## src/rtl/div_signed_wrapper_if.sv

```systemverilog
// div_signed_wrapper_if
//   Request/result bundle between an issuing pipeline and div_signed_wrapper.
//   Request : i_valid, i_op (00=DIV 01=DIVU 10=REM 11=REMU), i_rs1, i_rs2, i_rd
//   Result  : o_valid, o_result, o_rd (registered inside the divider wrapper)
//   master  : issuer/writeback side; slave : divider wrapper side.
interface div_signed_wrapper_if #(
    parameter int unsigned RD_W = 5
) ();
    logic            i_valid;
    logic [1:0]      i_op;
    logic [31:0]     i_rs1;
    logic [31:0]     i_rs2;
    logic [RD_W-1:0] i_rd;
    logic            o_valid;
    logic [31:0]     o_result;
    logic [RD_W-1:0] o_rd;

    modport master (
        output i_valid, i_op, i_rs1, i_rs2, i_rd,
        input  o_valid, o_result, o_rd
    );

    modport slave (
        input  i_valid, i_op, i_rs1, i_rs2, i_rd,
        output o_valid, o_result, o_rd
    );
endinterface

```

## src/rtl/div_signed_wrapper.sv

```systemverilog
// div_signed_wrapper
//   Signed/unsigned front- and back-end around an unsigned pipelined divider
//   core, implementing RISC-V DIV, DIVU, REM and REMU.
//   Ports:
//     clk, rst          : clock, asynchronous active-high reset
//     bus (slave)       : op request in, registered result + rd out
//     o_core_dividend/o_core_divisor   : operand magnitudes to the core (comb)
//     i_core_quotient/i_core_remainder : core results, CORE_LATENCY cycles later
//     o_inflight        : valid ops in tag pipeline plus output register
//     i_check_rd        : register index probed for hazards
//     o_rd_pending      : some in-flight op writes i_check_rd (never for x0)
//   Optional macro DIV_EXC_FLAGS_EN adds o_div_zero / o_div_ovf, registered
//   alongside o_valid and forced low when no result is presented.
module div_signed_wrapper #(
    parameter int unsigned CORE_LATENCY = 7,
    parameter int unsigned RD_W         = 5
) (
    input  logic             clk,
    input  logic             rst,
    div_signed_wrapper_if.slave bus,
    output logic [31:0]      o_core_dividend,
    output logic [31:0]      o_core_divisor,
    input  logic [31:0]      i_core_quotient,
    input  logic [31:0]      i_core_remainder,
    output logic [3:0]       o_inflight,
    input  logic [RD_W-1:0]  i_check_rd,
    output logic             o_rd_pending
`ifdef DIV_EXC_FLAGS_EN
    ,
    output logic             o_div_zero,
    output logic             o_div_ovf
`endif
);
    localparam int unsigned LAST = CORE_LATENCY - 1;

    logic is_signed, neg_a, neg_b, dz_in;

    // Operand conditioning; -0x80000000 wraps to 0x80000000, which the
    // unsigned core treats as the correct magnitude.
    always_comb begin
        is_signed       = ~bus.i_op[0];
        neg_a           = is_signed & bus.i_rs1[31];
        neg_b           = is_signed & bus.i_rs2[31];
        dz_in           = (bus.i_rs2 == '0);
        o_core_dividend = neg_a ? (32'd0 - bus.i_rs1) : bus.i_rs1;
        o_core_divisor  = neg_b ? (32'd0 - bus.i_rs2) : bus.i_rs2;
    end

    // Tag pipeline, stage k aligned with core stage k.
    logic [CORE_LATENCY-1:0] t_valid, t_rem, t_sq, t_sr, t_dz;
    logic [RD_W-1:0]         t_rd [CORE_LATENCY];

    always_ff @(posedge clk) begin
        t_rem   <= {t_rem[LAST-1:0], bus.i_op[1]};
        t_sq    <= {t_sq[LAST-1:0], neg_a ^ neg_b};
        t_sr    <= {t_sr[LAST-1:0], neg_a};
        t_dz    <= {t_dz[LAST-1:0], dz_in};
        t_rd[0] <= bus.i_rd;
        for (int unsigned i = 1; i < CORE_LATENCY; i++) begin
            t_rd[i] <= t_rd[i-1];
        end
    end

`ifdef DIV_EXC_FLAGS_EN
    logic                    ovf_in;
    logic [CORE_LATENCY-1:0] t_ovf;

    always_comb begin
        ovf_in = is_signed & (bus.i_rs1 == 32'h8000_0000) & (bus.i_rs2 == 32'hFFFF_FFFF);
    end

    always_ff @(posedge clk) begin
        t_ovf <= {t_ovf[LAST-1:0], ovf_in};
    end
`endif

    // Result fix-up from the last tag and the core outputs.
    logic [31:0] q_fix, r_fix, res_next;

    always_comb begin
        if (t_dz[LAST]) begin
            q_fix = '1;
        end else if (t_sq[LAST]) begin
            q_fix = 32'd0 - i_core_quotient;
        end else begin
            q_fix = i_core_quotient;
        end
        r_fix    = t_sr[LAST] ? (32'd0 - i_core_remainder) : i_core_remainder;
        res_next = t_rem[LAST] ? r_fix : q_fix;
    end

    always_ff @(posedge clk or posedge rst) begin
        if (rst) begin
            t_valid      <= '0;
            bus.o_valid  <= 1'b0;
            bus.o_result <= '0;
            bus.o_rd     <= '0;
            o_inflight   <= '0;
`ifdef DIV_EXC_FLAGS_EN
            o_div_zero   <= 1'b0;
            o_div_ovf    <= 1'b0;
`endif
        end else begin
            t_valid     <= {t_valid[LAST-1:0], bus.i_valid};
            bus.o_valid <= t_valid[LAST];
            if (t_valid[LAST]) begin
                bus.o_result <= res_next;
                bus.o_rd     <= t_rd[LAST];
            end
            // Entry and retirement in the same cycle cancel out.
            o_inflight <= o_inflight + 4'(bus.i_valid) - 4'(bus.o_valid);
`ifdef DIV_EXC_FLAGS_EN
            o_div_zero <= t_valid[LAST] & t_dz[LAST];
            o_div_ovf  <= t_valid[LAST] & t_ovf[LAST];
`endif
        end
    end

    // Hazard probe over every tag stage and the output register.
    logic hit;

    always_comb begin
        hit = bus.o_valid & (bus.o_rd == i_check_rd);
        for (int unsigned i = 0; i < CORE_LATENCY; i++) begin
            hit = hit | (t_valid[i] & (t_rd[i] == i_check_rd));
        end
        o_rd_pending = hit & (i_check_rd != '0);
    end
endmodule

```

## src/flat_wrapper.sv

```systemverilog
// flat-port wrapper written by rule: the top's interface ports become plain ports
module div_signed_wrapper_flat 
#(
    parameter int unsigned CORE_LATENCY = 7,
    parameter int unsigned RD_W         = 5
)
  (clk, rst, o_core_dividend, o_core_divisor, i_core_quotient, i_core_remainder, o_inflight, i_check_rd, o_rd_pending, bus_i_valid, bus_i_op, bus_i_rs1, bus_i_rs2, bus_i_rd, bus_o_valid, bus_o_result, bus_o_rd);
  div_signed_wrapper_if #(.RD_W(RD_W)) bus_i ();
  input  logic clk;
  input  logic rst;
  output logic [31:0] o_core_dividend;
  output logic [31:0] o_core_divisor;
  input  logic [31:0] i_core_quotient;
  input  logic [31:0] i_core_remainder;
  output logic [3:0] o_inflight;
  input  logic [RD_W-1:0] i_check_rd;
  output logic o_rd_pending;
  input wire logic [$bits(bus_i.i_valid)-1:0] bus_i_valid;
  input wire logic [$bits(bus_i.i_op)-1:0] bus_i_op;
  input wire logic [$bits(bus_i.i_rs1)-1:0] bus_i_rs1;
  input wire logic [$bits(bus_i.i_rs2)-1:0] bus_i_rs2;
  input wire logic [$bits(bus_i.i_rd)-1:0] bus_i_rd;
  output wire logic [$bits(bus_i.o_valid)-1:0] bus_o_valid;
  output wire logic [$bits(bus_i.o_result)-1:0] bus_o_result;
  output wire logic [$bits(bus_i.o_rd)-1:0] bus_o_rd;
  assign bus_i.i_valid = bus_i_valid;
  assign bus_i.i_op = bus_i_op;
  assign bus_i.i_rs1 = bus_i_rs1;
  assign bus_i.i_rs2 = bus_i_rs2;
  assign bus_i.i_rd = bus_i_rd;
  assign bus_o_valid = bus_i.o_valid;
  assign bus_o_result = bus_i.o_result;
  assign bus_o_rd = bus_i.o_rd;
  div_signed_wrapper #(.CORE_LATENCY(CORE_LATENCY), .RD_W(RD_W)) u_core (.clk(clk), .rst(rst), .bus(bus_i), .o_core_dividend(o_core_dividend), .o_core_divisor(o_core_divisor), .i_core_quotient(i_core_quotient), .i_core_remainder(i_core_remainder), .o_inflight(o_inflight), .i_check_rd(i_check_rd), .o_rd_pending(o_rd_pending));
endmodule
```

## config.mk

```make
export PLATFORM = sky130hd
export DESIGN_NAME = div_signed_wrapper_flat
export DESIGN_NICKNAME = d
export VERILOG_FILES = /design/src/rtl/div_signed_wrapper_if.sv /design/src/rtl/div_signed_wrapper.sv /design/src/flat_wrapper.sv
export SDC_FILE = /design/constraint.sdc
export NUM_CORES = 1
export LEC_CHECK = 0
export ABC_AREA = 1
export CORE_AREA = 5 5 131 133
export DETAILED_ROUTE_END_ITERATION = 10
export DIE_AREA = 0 0 136 138
export HOLD_SLACK_MARGIN = 0.08
export PLACE_DENSITY = 0.92
export SLEW_MARGIN = 40
export SYNTH_ARGS = -nofsm -noshare
export SYNTH_HDL_FRONTEND = slang
export SYNTH_SLANG_ARGS = --single-unit
```

## constraint.sdc

```tcl
create_clock -name clk -period 3.6 [get_ports clk]
set_clock_uncertainty 0.2 [all_clocks]
set_input_delay 0.72 -clock clk [delete_from_list [all_inputs] [get_ports clk]]
set_output_delay 0.72 -clock clk [all_outputs]
set_load 0.02 [all_outputs]
```

==> flow_summary.toml, run 1 <==
[logic_synthesis]
synth_top_family_by_area = "simple AND/OR/NAND/NOR gates"
seq_area_frac_synth_pct = 32.8
synth_fp_nets = 1296
synth-xor-area-share_pct = 9.14
ys_seq_elements = 112
synth-edff-count = 0
synth_warnings = 0
synth_cells = 1144
syn_area_per_cell_um2 = 6.62
muxShareOfSynthArea_pct = 0
yosys.area_share.simple_pct = 37.5
ys_types = 47
syn_area_mm2 = 0.00757
async_flop_share_pct = 43.8
synth_fa_ha_area_share_pct = 1.59
ys.flop_type = "dfxtp_1"
synth_compound_area_share_pct = 10.8

[detailed_routing]
vias = 8847
routed_via_density = 5.25
drc = 0
routed_wl_um = 27400
ant_nets = 0
dr.first_iter.drc_count = 675
wl_per_cell_um = 16.3
first_pass_iters = 8

[sta]
tns_ns = 0
max_freq_ghz = 0.283
tightestPinTransition_ns = 0.549
hold_viol_final = 0
min_period_ns = 3.53
timing.final.crit_share_pct = 98.1
relSlewSlack_pct = 63.4
setup_viol_count_final = 0
drv_slew = 0

[global_routing]
grt_pass1_vias = 8690
grt_use_total_pct = 28.2
overflow = 0
grt_max_degree = 45
grt_pass1_wl_um = 42800
antenna_found_initial = 1

[clocking]
cts_buffers = 9
clock_path_buffers = 2
htreeDepth = 3
cts_tree = "built"
clkLatencyLatePin_ns = 0.36
clock-sinks = 112
clock-root-buffer = "clkbuf_16"
clkTransAtPathRegs_ns = 0.07

[power_and_ir_drop]
p_leak_nw = 5.15
p_per_area_mw_per_mm2 = 357
worst_ir_drop_vdd_mv = 0.329

[placed_design]
gp_congestion = 0.987
place_area_mm2 = 0.0108
hpwl_um = 21900
io_buffers = 249

[floorplanning]
die_area_mm2 = 0.0188
initial_core_util_pct = 48.2
core_area_mm2 = 0.0157
rows = 46
io_pins = 250
chipHeight_um = 138
fp.dieW_um = 136

[setup_path]
cp.required_ns = 2.68
arrival_ns = 2.61
rrSetupSlack_ns = 1.77
cp-end-kind = "output pin"
crit_path_start_kind = "primary input"
critPathKind = "in2out"
crit_fanout = 12
rr_worst_depth = 7

[cells_and_area]
drive_above_1_share_pct = 14.0
antennaDiodeCount = 0
fin_area_mm2 = 0.0111
final_util_pct = 70.8
fin_nets = 1616
fill_cells = 1264
area_growth_syn_to_layout_pct = 47.0

[status]
status = "finished clean"

[worst_hold_path]
hold_class = "reg2reg"
hold_depth = 0

[job]
drv_cap = 0
worst max-delay path, stage by stage:
cell and delay, ns:
clkdlybuf4s50_1 0.53, nor2_2 0.22, buf_4 0.21, nand2_1 0.09
xor2_1 0.13, clkdlybuf4s50_1 0.69
synth_stat cells (all sizes together), types with 5 or more instances:
| cell type | number | area (µm²) |
|---|---|---|
| nand2 | 314 | 1200 |
| nor2 | 170 | 696 |
| nand3 | 116 | 621 |
| inv | 108 | 405 |
| o21ai | 70 | 358 |
| dfxtp | 63 | 1260 |
| dfrtp | 49 | 1230 |
| xor2 | 48 | 420 |
| a21oi | 39 | 199 |
| xnor2 | 31 | 272 |
| buf | 25 | 151 |
| nor3 | 19 | 105 |
| nand4 | 16 | 100 |
| clkbuf | 10 | 47.5 |
| nand3b | 10 | 75.1 |
| ha | 8 | 100 |
| o22ai | 8 | 50.1 |
| a31oi | 7 | 43.8 |
| a211oi | 6 | 45.0 |
| or2 | 5 | 31.3 |
worst paths after layout:
| path | startpoint | endpoint |
|---|---|---|
| setup / recovery | bus_i_op[0] | o_core_divisor[3] |
| min in group asynchronous | rst | u_core.o_inflight[1] |
| hold / removal | u_core.t_sr[0] | u_core.t_sr[1] |
| hold reg to reg | u_core.t_sr[0] | u_core.t_sr[1] |
| max in group asynchronous | rst | u_core.bus.o_result[9] |
| setup reg to reg | u_core.t_sr[6] | u_core.bus.o_result[2] |
per-stage QoR:
stage	instances	hold WS, ns	setup WS [ns]	total power, mW
floorplan	1144	0.110	0.659	2.19
global placement	1662	0.110	-0.290	2.89
detailed placement	1662	0.113	-0.380	2.93
CTS	1683	0.131	-0.0359	4.00
global route	1685	0.133	-0.00608	4.18
finish	1685	0.129	0.0683	3.98
what timing repair did:
item / CTS / global route
setup endpoints to repair: 49 / 39
pin swaps: 1 / 3
setup buffers: 4 / 1
hold buffers: 0 / 0
gates resized for setup: 74 / 66
cloned: 1 / 1
power by group:
part | total [mW] | switching [mW] | internal [mW]
Combinational | 1.42 | 0.781 | 0.643
Clock | 1.11 | 0.501 | 0.607
Sequential | 1.44 | 0.0796 | 1.36
Total | 3.98 | 1.36 | 2.61
state kept, by name, summed over array words and instances, names as in the netlist:
name,count
u_core.t_rd,35
u_core.bus.o_result,32
u_core.t_dz,7
u_core.t_rem,7
u_core.t_sq,7
u_core.t_sr,7
u_core.t_valid,7
u_core.bus.o_rd,5
u_core.o_inflight,4
u_core.bus.o_valid,1
kinds of logic after synthesis:
| group | after synthesis |
|---|---|
| AND/OR/NAND/NOR | 652 |
| AO/OA/AOI/OAI | 146 |
| buffers and inverters | 146 |
| flip-flops | 112 |
| XOR/XNOR | 79 |
| adder cells (fa/ha/maj) | 9 |
placed cells by master (no fill, tap or decap), types with 14 or more instances in the layout:
cell type,netlist,final
nand2_1,307,307
clkdlybuf4s50_1,0,187
nor2_1,153,151
nand3_1,108,107
buf_4,4,99
inv_1,94,90
dfxtp_1,63,63
dfrtp_1,49,49
xor2_1,48,48
o21ai_0,47,47
a21oi_1,38,38
xnor2_1,31,31
dlygate4sd2_1,0,22
o21ai_1,21,21
nor2_2,14,16
inv_2,14,16
nand4_1,16,16
clkbuf_2,0,16
nor3_1,17,14
routing by layer:
| layer | global-route usage [%] | wire length [µm] |
|---|---|---|
| met1 | 31.9 | 10200 |
| met3 | 8.60 | 2720 |
| met2 | 49.8 | 13600 |
| met4 | 9.55 | 927 |
| met5 | 0 | 13 |
final cells by class:
cell class | count | area [µm²] | area share (%)
sequential | 112 | 2490 | 22.3
inverter | 111 | 424 | 3.81
timing repair buffer | 342 | 3090 | 27.8
multi-input combinational | 886 | 4500 | 40.4
clock buffer | 10 | 250 | 2.25
tap | 216 | 270 | 2.43
timing repair inverter | 2 | 15.0 | 0.135
clock inverter | 6 | 92.6 | 0.832
Power figures use the tool's default switching activity.
==> run 2: changes to the inputs <==
Settings changed: CORE_AREA 5 5 131 133 to 2 2 128 130, DIE_AREA 0 0 136 138 to 0 0 130 132.
==> flow_summary.toml, run 2 (synthesis gave the netlist of run 1 again) <==
[status]
status = "finished clean"

[sta]
rsz0062_at_grt = "true"
tightestPinTransition_ns = 0.728
setup_viol_count_final = 0
max_freq_ghz = 0.282
min_period_ns = 3.55
relSlewSlack_pct = 51.4
timing.final.crit_share_pct = 98.6
hold_ws_ns = 0.129
setup_slack_ns = 0.0508
drv_slew = 0
hold_viol_final = 0

[global_routing]
overflow = 0
use_met2_pct = 53.0
grt_pass1_wl_um = 41400
grt_pass1_vias = 8804
use_met3_pct = 7.18
grt_max_degree = 45
grt.met1_usage_pct = 32.8
antenna_found_initial = 2
grt_use_total_pct = 30.1
grt_busiest_layer = "met2"

[cells_and_area]
layout.cells.most_common = "nand2_1"
final_util_pct = 70.8
fin_area_mm2 = 0.0111
area_growth_syn_to_layout_pct = 46.8
reg_top3 = "u_core.t_rd: 35 flops, u_core.bus.o_result: 32 flops"
fin_nets = 1618
fill_cells = 1292
drive_above_1_share_pct = 13.6
final_cell_mix = "307 x nand2_1, 191 x clkdlybuf4s50_1, 152 x nor2_1"
largest_reg_flops = 35
largest_register = "u_core.t_rd"

[clocking]
clkLatencyLatePin_ns = 0.34
cts_buffers = 9
clkTransAtPathRegs_ns = 0.07
clock_path_buffers = 2
clock-root-buffer = "clkbuf_16"
clock-sinks = 112
cts_tree = "built"
htreeDepth = 3
cts_hold_buffers = 0

[floorplanning]
initial_core_util_pct = 48.2
core_area_mm2 = 0.0157
chipHeight_um = 132
io_pins = 250
fp.dieW_um = 130
rows = 46
die_area_mm2 = 0.0172

[power_and_ir_drop]
worst_ir_drop_vdd_mv = 0.228
clkPwrFrac_pct = 25.9
p_total_mw = 3.87
p_per_area_mw_per_mm2 = 348
sequentialPowerShare_pct = 37.3
p_leak_nw = 5.16
switching_share_pct = 35.2
intPower_mw = 2.51
pwr-share-comb_pct = 36.8
switchingPower_mw = 1.36

[setup_path]
rr_worst_depth = 7
cp-end-kind = "output pin"
startpoint = "bus_i_rs1[31]"
cpPeakStageDelay_ns = 0.64
crit_slowest_cell = "clkdlybuf4s50_1"
crit_path_start_kind = "primary input"
worstReg2RegEnd = "u_core.bus.o_result[2]"
r2r-start = "u_core.t_sr[6]"
cp_common_cell = "clkdlybuf4s50_1"
critPathKind = "in2out"
rrSetupSlack_ns = 1.76
arrival_ns = 2.63
crit_end = "o_core_dividend[5]"
crit_chain = "clkdlybuf4s50_1, inv_1, nor2_2, buf_4, buf_12, nand2_1, xor2_1, clkdlybuf4s50_1"
cp.required_ns = 2.68
crit_fanout = 8

[placed_design]
io_buffers = 249
place_area_mm2 = 0.0108
place_ws_ns = -0.324
hpwl_um = 21200
gp_congestion = 0.932

[worst_hold_path]
hold_class = "reg2reg"

[job]
drv_cap = 0

[detailed_routing]
vias = 8897
drc = 0
routed_via_density = 5.27
dr.first_iter.drc_count = 648
ant_nets = 0
routed_wl_um = 26300
wl_per_cell_um = 15.6
first_pass_iters = 5
[run 2: power groups by stage]
stage | logic [mW] | registers, mW | clock network (mW)
final | 1.42 | 1.44 | 1.00
after global routing | 1.54 | 1.46 | 1.07
after CTS | 1.43 | 1.44 | 1.01
after detailed placement | 1.46 | 1.47 | 0
after global placement | 1.42 | 1.46 | 0
after floorplan | 0.645 | 1.54 | 0
[run 2: how the worst min path moves through the flow]
stage / from / endpoint / depth (start not counted)
3_5_place_dp: u_core.t_rem[4] / u_core.t_rem[5] / 0
2_1_floorplan: u_core.t_dz[0] / u_core.t_dz[1] / 0
5_1_grt: u_core.t_sr[1] / u_core.t_sr[2] / 0
3_3_place_gp: u_core.t_rem[4] / u_core.t_rem[5] / 0
4_1_cts: u_core.t_sr[1] / u_core.t_sr[2] / 0
6_report: u_core.t_sq[3] / u_core.t_sq[4] / 0
[run 2: metrics by stage]
stage	std cells	TNS, ns
after floorplan	1144	0
after global placement	1670	-4.33
after detailed placement	1670	-5.89
after CTS	1687	0
after global routing	1688	-0.0220
final	1689	0
[run 2: layout make-up]
type | count | area, µm² | area share, %
clock buffers | 9 | 225 | 2.03
inverters | 111 | 424 | 3.81
well taps | 216 | 270 | 2.43
diodes | 2 | 5.00 | 0.0450
flip-flops and latches | 112 | 2490 | 22.4
multi-input cells | 886 | 4490 | 40.4
repair buffers | 346 | 3140 | 28.2
clock inverters | 7 | 80.1 | 0.720
[run 2: critical path, delay by kind of cell]
| kind | cells | cell delay (ns) |
|---|---|---|
| xor gates and xnor gates | 1 | 0.18 |
| buffers and inverters | 5 | 1.53 |
| and+or+nand+nor | 2 | 0.19 |
[run 2: per-layer routing]
metal | up-vias | part of all wire, %
li1 | 4354 | -
met5 | - | 0.042
met4 | 2 | 6.0
met3 | 95 | 8.0
met1 | 4058 | 37
met2 | 388 | 49
[run 2: timing repair]
action                     CTS  global route
buffers inserted             1             0
resized for setup           50            51
setup endpoints to repair   41            35
gates cloned                 0             0
pin swaps                    0             2
